==> src/rtl/pipeline_pkg.sv <==
// Shared types and constants for the pipeline hazard controller.
package pipeline_pkg;

  // Registered controller state; encodings are visible on the state output.
  typedef enum logic [1:0] {
    StRun       = 2'd0,
    StLoadStall = 2'd1,
    StMemWait   = 2'd2,
    StBrFlush   = 2'd3
  } hz_state_e;

  localparam int unsigned MemTimeoutDefault = 255;

  // Saturating increment for the 16-bit status counters.
  function automatic logic [15:0] sat_inc(input logic [15:0] v);
    return (v == 16'hFFFF) ? v : v + 16'd1;
  endfunction

endpackage

==> src/rtl/pipeline_hazard_ctrl_if.sv <==
// Hazard sources from the pipeline and control/status back to it.
interface pipeline_hazard_ctrl_if;
  // ID / EX hazard sources
  logic [4:0] id_rs;
  logic [4:0] id_rt;
  logic       id_uses_rt;
  logic       idex_MemRead;
  logic [4:0] idex_reg_dest;
  // MEM-stage controls
  logic       exmem_Branch;
  logic       exmem_zero;
  logic       exmem_MemRead;
  logic       exmem_MemWrite;
  logic       mem_ready;
  // Pipeline register enables and flushes
  logic       pc_write;
  logic       ifid_write;
  logic       idex_write;
  logic       exmem_write;
  logic       ifid_flush;
  logic       idex_flush;
  logic       exmem_flush;
  logic       pc_src_branch;
  // Status
  logic [1:0]  state;
  logic [15:0] stall_count;
  logic [15:0] flush_count;
  logic        mem_timeout;

  // Pipeline side: drives hazard sources, receives control.
  modport master (
    output id_rs, id_rt, id_uses_rt, idex_MemRead, idex_reg_dest,
    output exmem_Branch, exmem_zero, exmem_MemRead, exmem_MemWrite, mem_ready,
    input  pc_write, ifid_write, idex_write, exmem_write,
    input  ifid_flush, idex_flush, exmem_flush, pc_src_branch,
    input  state, stall_count, flush_count, mem_timeout
  );

  // Controller side.
  modport slave (
    input  id_rs, id_rt, id_uses_rt, idex_MemRead, idex_reg_dest,
    input  exmem_Branch, exmem_zero, exmem_MemRead, exmem_MemWrite, mem_ready,
    output pc_write, ifid_write, idex_write, exmem_write,
    output ifid_flush, idex_flush, exmem_flush, pc_src_branch,
    output state, stall_count, flush_count, mem_timeout
  );

endinterface

==> src/rtl/hazard_detect.sv <==
// Load-use comparator: EX-stage load writes a register the ID instruction reads.
module hazard_detect (
  input  logic [4:0] id_rs,
  input  logic [4:0] id_rt,
  input  logic       id_uses_rt,
  input  logic       idex_mem_read,
  input  logic [4:0] idex_reg_dest,
  output logic       load_use
);

  // Register 0 is hardwired, so a load into it never creates a dependency.
  always_comb begin
    load_use = idex_mem_read && (idex_reg_dest != 5'd0) &&
               ((idex_reg_dest == id_rs) || (id_uses_rt && (idex_reg_dest == id_rt)));
  end

endmodule

==> src/rtl/pipeline_hazard_ctrl.sv <==
// Pipeline hazard controller: freezes on memory waits, flushes on taken branches,
// inserts a one-cycle bubble on load-use, and keeps stall/flush statistics.
module pipeline_hazard_ctrl
  import pipeline_pkg::*;
#(
  parameter int unsigned MEM_TIMEOUT = MemTimeoutDefault
) (
  input logic                 clock,
  input logic                 reset,
  pipeline_hazard_ctrl_if.slave bus
);

  localparam logic [15:0] TimeoutCnt = 16'(MEM_TIMEOUT);

  hz_state_e   state_q, state_d;
  logic [15:0] stall_cnt_q, stall_cnt_d;
  logic [15:0] flush_cnt_q, flush_cnt_d;
  logic [15:0] wait_cnt_q, wait_cnt_d;
  logic        timeout_q, timeout_d;

  logic mem_busy, taken, load_use, load_use_eff;

  hazard_detect u_hazard_detect (
    .id_rs         (bus.id_rs),
    .id_rt         (bus.id_rt),
    .id_uses_rt    (bus.id_uses_rt),
    .idex_mem_read (bus.idex_MemRead),
    .idex_reg_dest (bus.idex_reg_dest),
    .load_use      (load_use)
  );

  assign mem_busy = (bus.exmem_MemRead | bus.exmem_MemWrite) & ~bus.mem_ready;
  assign taken    = bus.exmem_Branch & bus.exmem_zero;
  // A bubble or squashed instruction now sits in ID/EX, so the hazard is stale.
  assign load_use_eff = load_use && (state_q != StLoadStall) && (state_q != StBrFlush);

  // Next-state, Mealy control outputs and counter updates.
  always_comb begin
    state_d           = StRun;
    stall_cnt_d       = stall_cnt_q;
    flush_cnt_d       = flush_cnt_q;
    wait_cnt_d        = 16'd0;
    timeout_d         = timeout_q;
    bus.pc_write      = 1'b1;
    bus.ifid_write    = 1'b1;
    bus.idex_write    = 1'b1;
    bus.exmem_write   = 1'b1;
    bus.ifid_flush    = 1'b0;
    bus.idex_flush    = 1'b0;
    bus.exmem_flush   = 1'b0;
    bus.pc_src_branch = 1'b0;

    if (reset) begin
      bus.pc_write    = 1'b0;
      bus.ifid_write  = 1'b0;
      bus.idex_write  = 1'b0;
      bus.exmem_write = 1'b0;
      bus.ifid_flush  = 1'b1;
      bus.idex_flush  = 1'b1;
      bus.exmem_flush = 1'b1;
    end else if (mem_busy) begin
      bus.pc_write    = 1'b0;
      bus.ifid_write  = 1'b0;
      bus.idex_write  = 1'b0;
      bus.exmem_write = 1'b0;
      state_d         = StMemWait;
      stall_cnt_d     = sat_inc(stall_cnt_q);
      wait_cnt_d      = sat_inc(wait_cnt_q);
      if (wait_cnt_d >= TimeoutCnt) timeout_d = 1'b1;
    end else if (taken) begin
      bus.ifid_flush    = 1'b1;
      bus.idex_flush    = 1'b1;
      bus.exmem_flush   = 1'b1;
      bus.pc_src_branch = 1'b1;
      state_d           = StBrFlush;
      flush_cnt_d       = sat_inc(flush_cnt_q);
    end else if (load_use_eff) begin
      bus.pc_write   = 1'b0;
      bus.ifid_write = 1'b0;
      bus.idex_flush = 1'b1;
      state_d        = StLoadStall;
      stall_cnt_d    = sat_inc(stall_cnt_q);
    end
  end

  // State and counter registers; reset discards any update in the same cycle.
  always_ff @(posedge clock) begin
    if (reset) begin
      state_q     <= StRun;
      stall_cnt_q <= 16'd0;
      flush_cnt_q <= 16'd0;
      wait_cnt_q  <= 16'd0;
      timeout_q   <= 1'b0;
    end else begin
      state_q     <= state_d;
      stall_cnt_q <= stall_cnt_d;
      flush_cnt_q <= flush_cnt_d;
      wait_cnt_q  <= wait_cnt_d;
      timeout_q   <= timeout_d;
    end
  end

  assign bus.state       = state_q;
  assign bus.stall_count = stall_cnt_q;
  assign bus.flush_count = flush_cnt_q;
  assign bus.mem_timeout = timeout_q;

endmodule

==> src/flat_wrapper.sv <==
// flat-port wrapper written by rule: the top's interface ports become plain ports
module pipeline_hazard_ctrl_flat import pipeline_pkg::*;
#(
  parameter int unsigned MEM_TIMEOUT = MemTimeoutDefault
)
  (clock, reset, bus_id_rs, bus_id_rt, bus_id_uses_rt, bus_idex_MemRead, bus_idex_reg_dest, bus_exmem_Branch, bus_exmem_zero, bus_exmem_MemRead, bus_exmem_MemWrite, bus_mem_ready, bus_pc_write, bus_ifid_write, bus_idex_write, bus_exmem_write, bus_ifid_flush, bus_idex_flush, bus_exmem_flush, bus_pc_src_branch, bus_state, bus_stall_count, bus_flush_count, bus_mem_timeout);
  pipeline_hazard_ctrl_if bus_i ();
  input logic clock;
  input logic reset;
  input wire logic [$bits(bus_i.id_rs)-1:0] bus_id_rs;
  input wire logic [$bits(bus_i.id_rt)-1:0] bus_id_rt;
  input wire logic [$bits(bus_i.id_uses_rt)-1:0] bus_id_uses_rt;
  input wire logic [$bits(bus_i.idex_MemRead)-1:0] bus_idex_MemRead;
  input wire logic [$bits(bus_i.idex_reg_dest)-1:0] bus_idex_reg_dest;
  input wire logic [$bits(bus_i.exmem_Branch)-1:0] bus_exmem_Branch;
  input wire logic [$bits(bus_i.exmem_zero)-1:0] bus_exmem_zero;
  input wire logic [$bits(bus_i.exmem_MemRead)-1:0] bus_exmem_MemRead;
  input wire logic [$bits(bus_i.exmem_MemWrite)-1:0] bus_exmem_MemWrite;
  input wire logic [$bits(bus_i.mem_ready)-1:0] bus_mem_ready;
  output wire logic [$bits(bus_i.pc_write)-1:0] bus_pc_write;
  output wire logic [$bits(bus_i.ifid_write)-1:0] bus_ifid_write;
  output wire logic [$bits(bus_i.idex_write)-1:0] bus_idex_write;
  output wire logic [$bits(bus_i.exmem_write)-1:0] bus_exmem_write;
  output wire logic [$bits(bus_i.ifid_flush)-1:0] bus_ifid_flush;
  output wire logic [$bits(bus_i.idex_flush)-1:0] bus_idex_flush;
  output wire logic [$bits(bus_i.exmem_flush)-1:0] bus_exmem_flush;
  output wire logic [$bits(bus_i.pc_src_branch)-1:0] bus_pc_src_branch;
  output wire logic [$bits(bus_i.state)-1:0] bus_state;
  output wire logic [$bits(bus_i.stall_count)-1:0] bus_stall_count;
  output wire logic [$bits(bus_i.flush_count)-1:0] bus_flush_count;
  output wire logic [$bits(bus_i.mem_timeout)-1:0] bus_mem_timeout;
  assign bus_i.id_rs = bus_id_rs;
  assign bus_i.id_rt = bus_id_rt;
  assign bus_i.id_uses_rt = bus_id_uses_rt;
  assign bus_i.idex_MemRead = bus_idex_MemRead;
  assign bus_i.idex_reg_dest = bus_idex_reg_dest;
  assign bus_i.exmem_Branch = bus_exmem_Branch;
  assign bus_i.exmem_zero = bus_exmem_zero;
  assign bus_i.exmem_MemRead = bus_exmem_MemRead;
  assign bus_i.exmem_MemWrite = bus_exmem_MemWrite;
  assign bus_i.mem_ready = bus_mem_ready;
  assign bus_pc_write = bus_i.pc_write;
  assign bus_ifid_write = bus_i.ifid_write;
  assign bus_idex_write = bus_i.idex_write;
  assign bus_exmem_write = bus_i.exmem_write;
  assign bus_ifid_flush = bus_i.ifid_flush;
  assign bus_idex_flush = bus_i.idex_flush;
  assign bus_exmem_flush = bus_i.exmem_flush;
  assign bus_pc_src_branch = bus_i.pc_src_branch;
  assign bus_state = bus_i.state;
  assign bus_stall_count = bus_i.stall_count;
  assign bus_flush_count = bus_i.flush_count;
  assign bus_mem_timeout = bus_i.mem_timeout;
  pipeline_hazard_ctrl #(.MEM_TIMEOUT(MEM_TIMEOUT)) u_core (.clock(clock), .reset(reset), .bus(bus_i));
endmodule
==> config.mk <==
export PLATFORM = sky130hd
export DESIGN_NAME = pipeline_hazard_ctrl_flat
export DESIGN_NICKNAME = d
export VERILOG_FILES = /design/src/rtl/pipeline_pkg.sv /design/src/rtl/pipeline_hazard_ctrl_if.sv /design/src/rtl/hazard_detect.sv /design/src/rtl/pipeline_hazard_ctrl.sv /design/src/flat_wrapper.sv
export SDC_FILE = /design/constraint.sdc
export NUM_CORES = 1
export LEC_CHECK = 0
export ABC_AREA = 1
export BUFFER_PORTS_ARGS = -buffer_cell sky130_fd_sc_hd__buf_2
export CAP_MARGIN = 20
export CORE_AREA = 8 8 92 94
export DETAILED_ROUTE_END_ITERATION = 16
export DIE_AREA = 0 0 100 102
export HOLD_SLACK_MARGIN = 0.15
export PLACE_DENSITY = 0.67
export SETUP_SLACK_MARGIN = 0.05
export SLEW_MARGIN = 25
export SYNTH_ARGS = -nofsm -noshare
export SYNTH_HDL_FRONTEND = slang
export SYNTH_HIERARCHICAL = 1
export SYNTH_SLANG_ARGS = --single-unit
export TNS_END_PERCENT = 100
==> constraint.sdc <==
create_clock -name clock -period 2.01 [get_ports clock]
set_input_delay 0.3015 -clock clock [delete_from_list [all_inputs] [get_ports clock]]
set_output_delay 0.3015 -clock clock [all_outputs]
set_load 0.05 [all_outputs]
# Word-level counts from Yosys, hierarchy flattened
# Cells that the tools add are included.
[totals]
reg_bits = 51
romBits = 0
input_bits = 24
memories = 0
ram_bits = 0
word_cells = 59
out_inout_bits = 43
latchBits = 0
[op_classes]
order_cmp = 1
mux = 22
eq_ne = 8
reduce_logical = 13
bitwise = 6
n_div = 0
n_addsub = 3
n_mul = 0
n_shift = 0
[ops]
columns = ["cell", "n"]
rows = [
  ["$mux 16", 5],
  ["$add 16x1->16 const B", 3],
  ["$eq 16x16->1 const B", 3],
  ["$ge 16x8->1 const B", 1],
  ["$mux 1", 15],
  ["$eq 5x5->1", 2],
  ["$logic_and 1x1->1", 5],
  ["$reduce_bool 5->1", 1],
  ["$mux 2", 2],
  ["$ne 2x1->1 const B", 2],
  ["$reduce_and 2->1", 2],
  ["$reduce_or 2->1", 2],
  ["$not 1->1", 3],
  ["$reduce_and 3->1", 1],
  ["$and 1x1->1", 2],
  ["$ne 2x2->1 const B", 1],
  ["$reduce_bool 2->1", 1],
  ["$logic_or 1x1->1", 1],
  ["$or 1x1->1", 1],
]

# Longest topological paths before layout
[depth]
depth_word = 10
mapped_depth = 14

# By module
# Netlist, hierarchy kept.
[modules_own_cells]
columns = ["mod", "cells_per_inst", "instances", "area_each_um2", "seq_area_each_um2"]
rows = [
  ["pipeline_hazard_ctrl", 443, 1, 2880.3, 1021.0],
  ["hazard_detect", 52, 1, 206.4, 0.0],
]

# Worst setup path before layout
# No wires, ideal clock.
[synth_timing]
path_type = "input -> output"
startpoint = "input port bus_idex_reg_dest[3]"
endpoint = "output port bus_idex_flush"
t_arrival_ns = 1.942
path_slack_ns = -0.234
path_stages = 8
path_cell_list = "inv_1 nand2_1 nand2_1 nor2_1 nand3_1 a21oi_1 a21oi_1 o21ai_0"
[synth_between]
elab_chain_len = 10
elab_cells_between_ends = 13
cone_classes = "2 x eq/ne; 4 x mux; 7 x reduce/logical"
[synth_lines]
columns = ["element", "line_no", "rtl"]
rows = [
  ["from (decl)", "flat_wrapper.sv:14", "input wire logic [$bits(bus_i.idex_reg_dest)-1:0] bus_idex_reg_dest;"],
  ["$eq 5x5->1", "hazard_detect.sv:14", "((idex_reg_dest == id_rs) || (id_uses_rt && (idex_reg_dest == id_rt)));"],
  ["$logic_and 1x1->1", "hazard_detect.sv:14", ""],
  ["$logic_or 1x1->1", "hazard_detect.sv:14", ""],
  ["$logic_and 1x1->1 (*)", "hazard_detect.sv:13", "load_use = idex_mem_read && (idex_reg_dest != 5'd0) &&"],
  ["named net u_core.load_use", "pipeline_hazard_ctrl.sv:21", "logic mem_busy, taken, load_use, load_use_eff;"],
  ["$logic_and 1x1->1 (*) (2 in series)", "pipeline_hazard_ctrl.sv:35", "assign load_use_eff = load_use && (state_q != StLoadStall) && (state_q != StBrFlush);"],
  ["$mux 1 (*)", "pipeline_hazard_ctrl.sv:77", "end else if (load_use_eff) begin"],
  ["$mux 1 (*)", "pipeline_hazard_ctrl.sv:70", "end else if (taken) begin"],
  ["$mux 1 (*)", "pipeline_hazard_ctrl.sv:61", "end else if (mem_busy) begin"],
  ["$mux 1 (*)", "pipeline_hazard_ctrl.sv:53", "if (reset) begin"],
  ["to (decl)", "flat_wrapper.sv:25", "output wire logic [$bits(bus_i.idex_flush)-1:0] bus_idex_flush;"],
]
# Mark *: on every way through the listed nets, which the timed path passes. The rest lies on a longest branch.

# Final worst setup path
[layout_timing]
startpoint = "input port bus_idex_reg_dest[0]"
endpoint = "output port bus_ifid_write"
[layout_between]
elab_chain_len = 10
elab_cells_between_ends = 13
cone_classes = "2 x eq/ne; 4 x mux; 7 x reduce/logical"
[layout_lines]
columns = ["element", "line_no", "rtl"]
rows = [
  ["$eq 5x5->1", "hazard_detect.sv:14", ""],
  ["$logic_and 1x1->1", "hazard_detect.sv:14", ""],
  ["$logic_or 1x1->1", "hazard_detect.sv:14", ""],
  ["$logic_and 1x1->1 (*)", "hazard_detect.sv:13", ""],
  ["named net u_core.load_use", "pipeline_hazard_ctrl.sv:21", ""],
  ["$logic_and 1x1->1 (*) (2 in series)", "pipeline_hazard_ctrl.sv:35", ""],
  ["$mux 1 (*)", "pipeline_hazard_ctrl.sv:77", ""],
  ["$mux 1 (*)", "pipeline_hazard_ctrl.sv:70", ""],
  ["$mux 1 (*)", "pipeline_hazard_ctrl.sv:61", ""],
  ["$mux 1 (*)", "pipeline_hazard_ctrl.sv:53", ""],
  ["to (decl)", "flat_wrapper.sv:21", "output wire logic [$bits(bus_i.ifid_write)-1:0] bus_ifid_write;"],
]
# Marked as above.

==> qor.yml <==
cts_hold_buf: 0
multi_input_area_um2: 1750
power_density_nw_per_um2: 561
row_count: 31
io_pins: 67
worst-path-buf-inv: 2
die_y_um: 102
route.detailed.drc: 0
async_reset_ff_share_pct: 0
worstPathRequired_ps: 1710
vias_per_cell: 4.74
antenna_cells: 0
min_period_ps: 1810
ctsResizeCount: 0
cpLargestDelayFamily: "simple AND/OR/NAND/NOR gates"
grt_pass1_wl_um: 13200
dr_total_vias: 3161
io_buffers: 66
yosys-top-cells-area: "dfxtp_1, nand2_1, nor2_1, inv_1, a21oi_1"
ys.warnings.count: 6
finalSetupViolCount: 0
avgSynthCellArea_um2: 6.24
synthTopCellsByCount: "nand2_1, nor2_1, inv_1"
synthCells: 495
clk_pin_slew_ps: 90
hold_viol: 0
cts_inserted_buffers: 5
leakage_nw: 1.67
grt_max_degree: 19
yosys.area.top_type_share_pct: 33.1
cts_tree: "done"
rsz0062_at_grt: "true"
worstMarginPinSlew_ps: 428
yosysMostFrequentCell: "nand2_1"
slowest_stage: "buf_2"
setup_tns_ps: 0
routabilityCongestion: 0.850
cp-end-kind: "output pin"
dpl.hpwl_um: 6160
fin_worst_skew_ps: 17.2
ant_nets: 0
fp.dieW_um: 100
yosys.cell_types.count: 30
areaGrowthSynthToFinish_pct: 19.1
antenna_found_initial: 0
postCtsSetupRepairBufs: 0
first_pass_iters: 4
slew_viol_final: 0
clock-root-buffer: "clkbuf_8"
fmax_mhz: 554
core_um2: 7060
seqCellArea_um2: 1020
cts_max_level: 2
drive_gt1_share_pct: 19.9
grt_overflow: 0
final_net_count: 594
wire_per_inst_um: 11.8
synth_edf_count: 0
cap_viol_max_count: 0
holdCritPathClass: "input port to register"
syn_nets: 522
cp_max_fo: 5
slew-limit-headroom_pct: 71.3
total_power_mw: 2.06
grt_usage_pct: 15.5
synth_ff_type: "dfxtp_1"
worstPathArrival_ps: 1500
drt_iter0_markers: 233
ys_seq_area_share_pct: 33.1
drt_wl_total_um: 7860
nFillCells: 743
status: "completed"
crit_top_cell: "nand2_1"
die-area_um2: 10200
clock_latency_ps: 320
cts_sinks: 51
regToRegSetupSlack_ps: 240
crit_chain: "buf_2 > nand2_1 > nand2_1 > nor2_1 > nand3_1 > a21oi_1 > nand3_1 > nand2_1 > nor2_2 > buf_2"
path_class: "input port to output pin"
synth_top_cell_by_area: "dfxtp_1"
startpoint_type: "input port"
initial_core_util_pct: 43.7
crit_path_max_incr_delay_ps: 220
grt_pass1_vias: 2974
ir_drop_mv: 0.277
ys_ff_latch: 51
clockBufferDepth: 2
synth_area_um2: 3090
finalCritPeriodShare_pct: 89.9
==> cell families after synthesis <==
family	synth area share, %
fa+ha+maj	1.22
compound gates	10.1
xor+xnor	4.82
flops	33.1
buf+inv	10.8
simple gates	40.0
==> state kept, by name (all words and copies together) (netlist names) <==
register                count
u_core/bus.flush_count     16
u_core/bus.state            2
u_core/wait_cnt_q          16
u_core/bus.mem_timeout      1
u_core/bus.stall_count     16
==> stage by stage <==
stage          instances  setup slack (ps)  area (um^2)  hold WS, ps  util, %
2_1_floorplan        495              51.1         3090          481        -
3_3_place_gp         659               152         3550          462     50.3
3_5_place_dp         659              61.8         3550          470     50.3
4_1_cts              667               160         3670          313     51.9
5_1_grt              667              30.9         3680          345     52.1
6_report             667               204         3680          323     52.1
==> worst paths after layout <==
path                                              from                     end  cells after the start
worst max-delay path              bus_idex_reg_dest[0]          bus_ifid_write                     10
worst min-delay path                    bus_exmem_zero     u_core/bus.state[1]                      3
worst max register to register    u_core/wait_cnt_q[0]  u_core/bus.mem_timeout                     13
worst min register to register  u_core/bus.mem_timeout  u_core/bus.mem_timeout                      2
==> final cells by class <==
| type | count | share of cell area (%) |
|---|---|---|
| well taps | 99 | 3.37 |
| repair buffers | 77 | 11.2 |
| inverters | 68 | 6.94 |
| flip-flops and latches | 51 | 27.8 |
| clock buffers | 5 | 1.87 |
| clock inverters | 3 | 1.29 |
| multi-input cells | 364 | 47.5 |
==> cells in the final DEF, fill, tap and decap left out, types with 2 or more instances in the layout <==
master    Yosys  routed
inv_1        61      61
nand4_1       9       9
buf_2         0      66
o21a_1        2       2
xor2_1       13      13
nand2_4       1       2
a21oi_1      33      33
xnor2_1       4       4
nand2_2       5       5
ha_1          3       2
nor3_1       13      13
clkbuf_8      0       5
dfxtp_1      51      50
nand2_1     142     141
nor4_1        3       3
buf_4         5      11
nand3_1      31      31
nor2_2        4       6
o21ai_0      20      19
o21ai_1       1       2
inv_2         7       7
nor2_4        3       3
nor2_1       71      69
==> routing by layer <==
layer	routed length, um	up-vias	GRT usage [%]
met3	451	4	3.41
met2	3610	80	26.2
li1	-	1703	-
met4	56	0	3.37
met5	0	-	0
met1	3750	1374	19.6
==> worst register-to-register path, cell delays in order, from the launching register on <==
cell     delay (ps)
dfxtp_1         400
ha_2            260
inv_2            60
nor2_4          130
nand2_4          90
inv_2            60
nand2_2         150
nand2_1         120
nand2_1          50
nor2_1          150
nand3_1          90
nand3_1          80
nand2_1          50
nand2_1          50
==> where the power goes <==
group	switching (mW)	internal (mW)	total [mW]
logic	0.191	0.0810	0.272
clock network	0.377	0.378	0.755
registers	0.0116	1.02	1.03
total	0.580	1.48	2.06
Power figures use the tool's default switching activity.
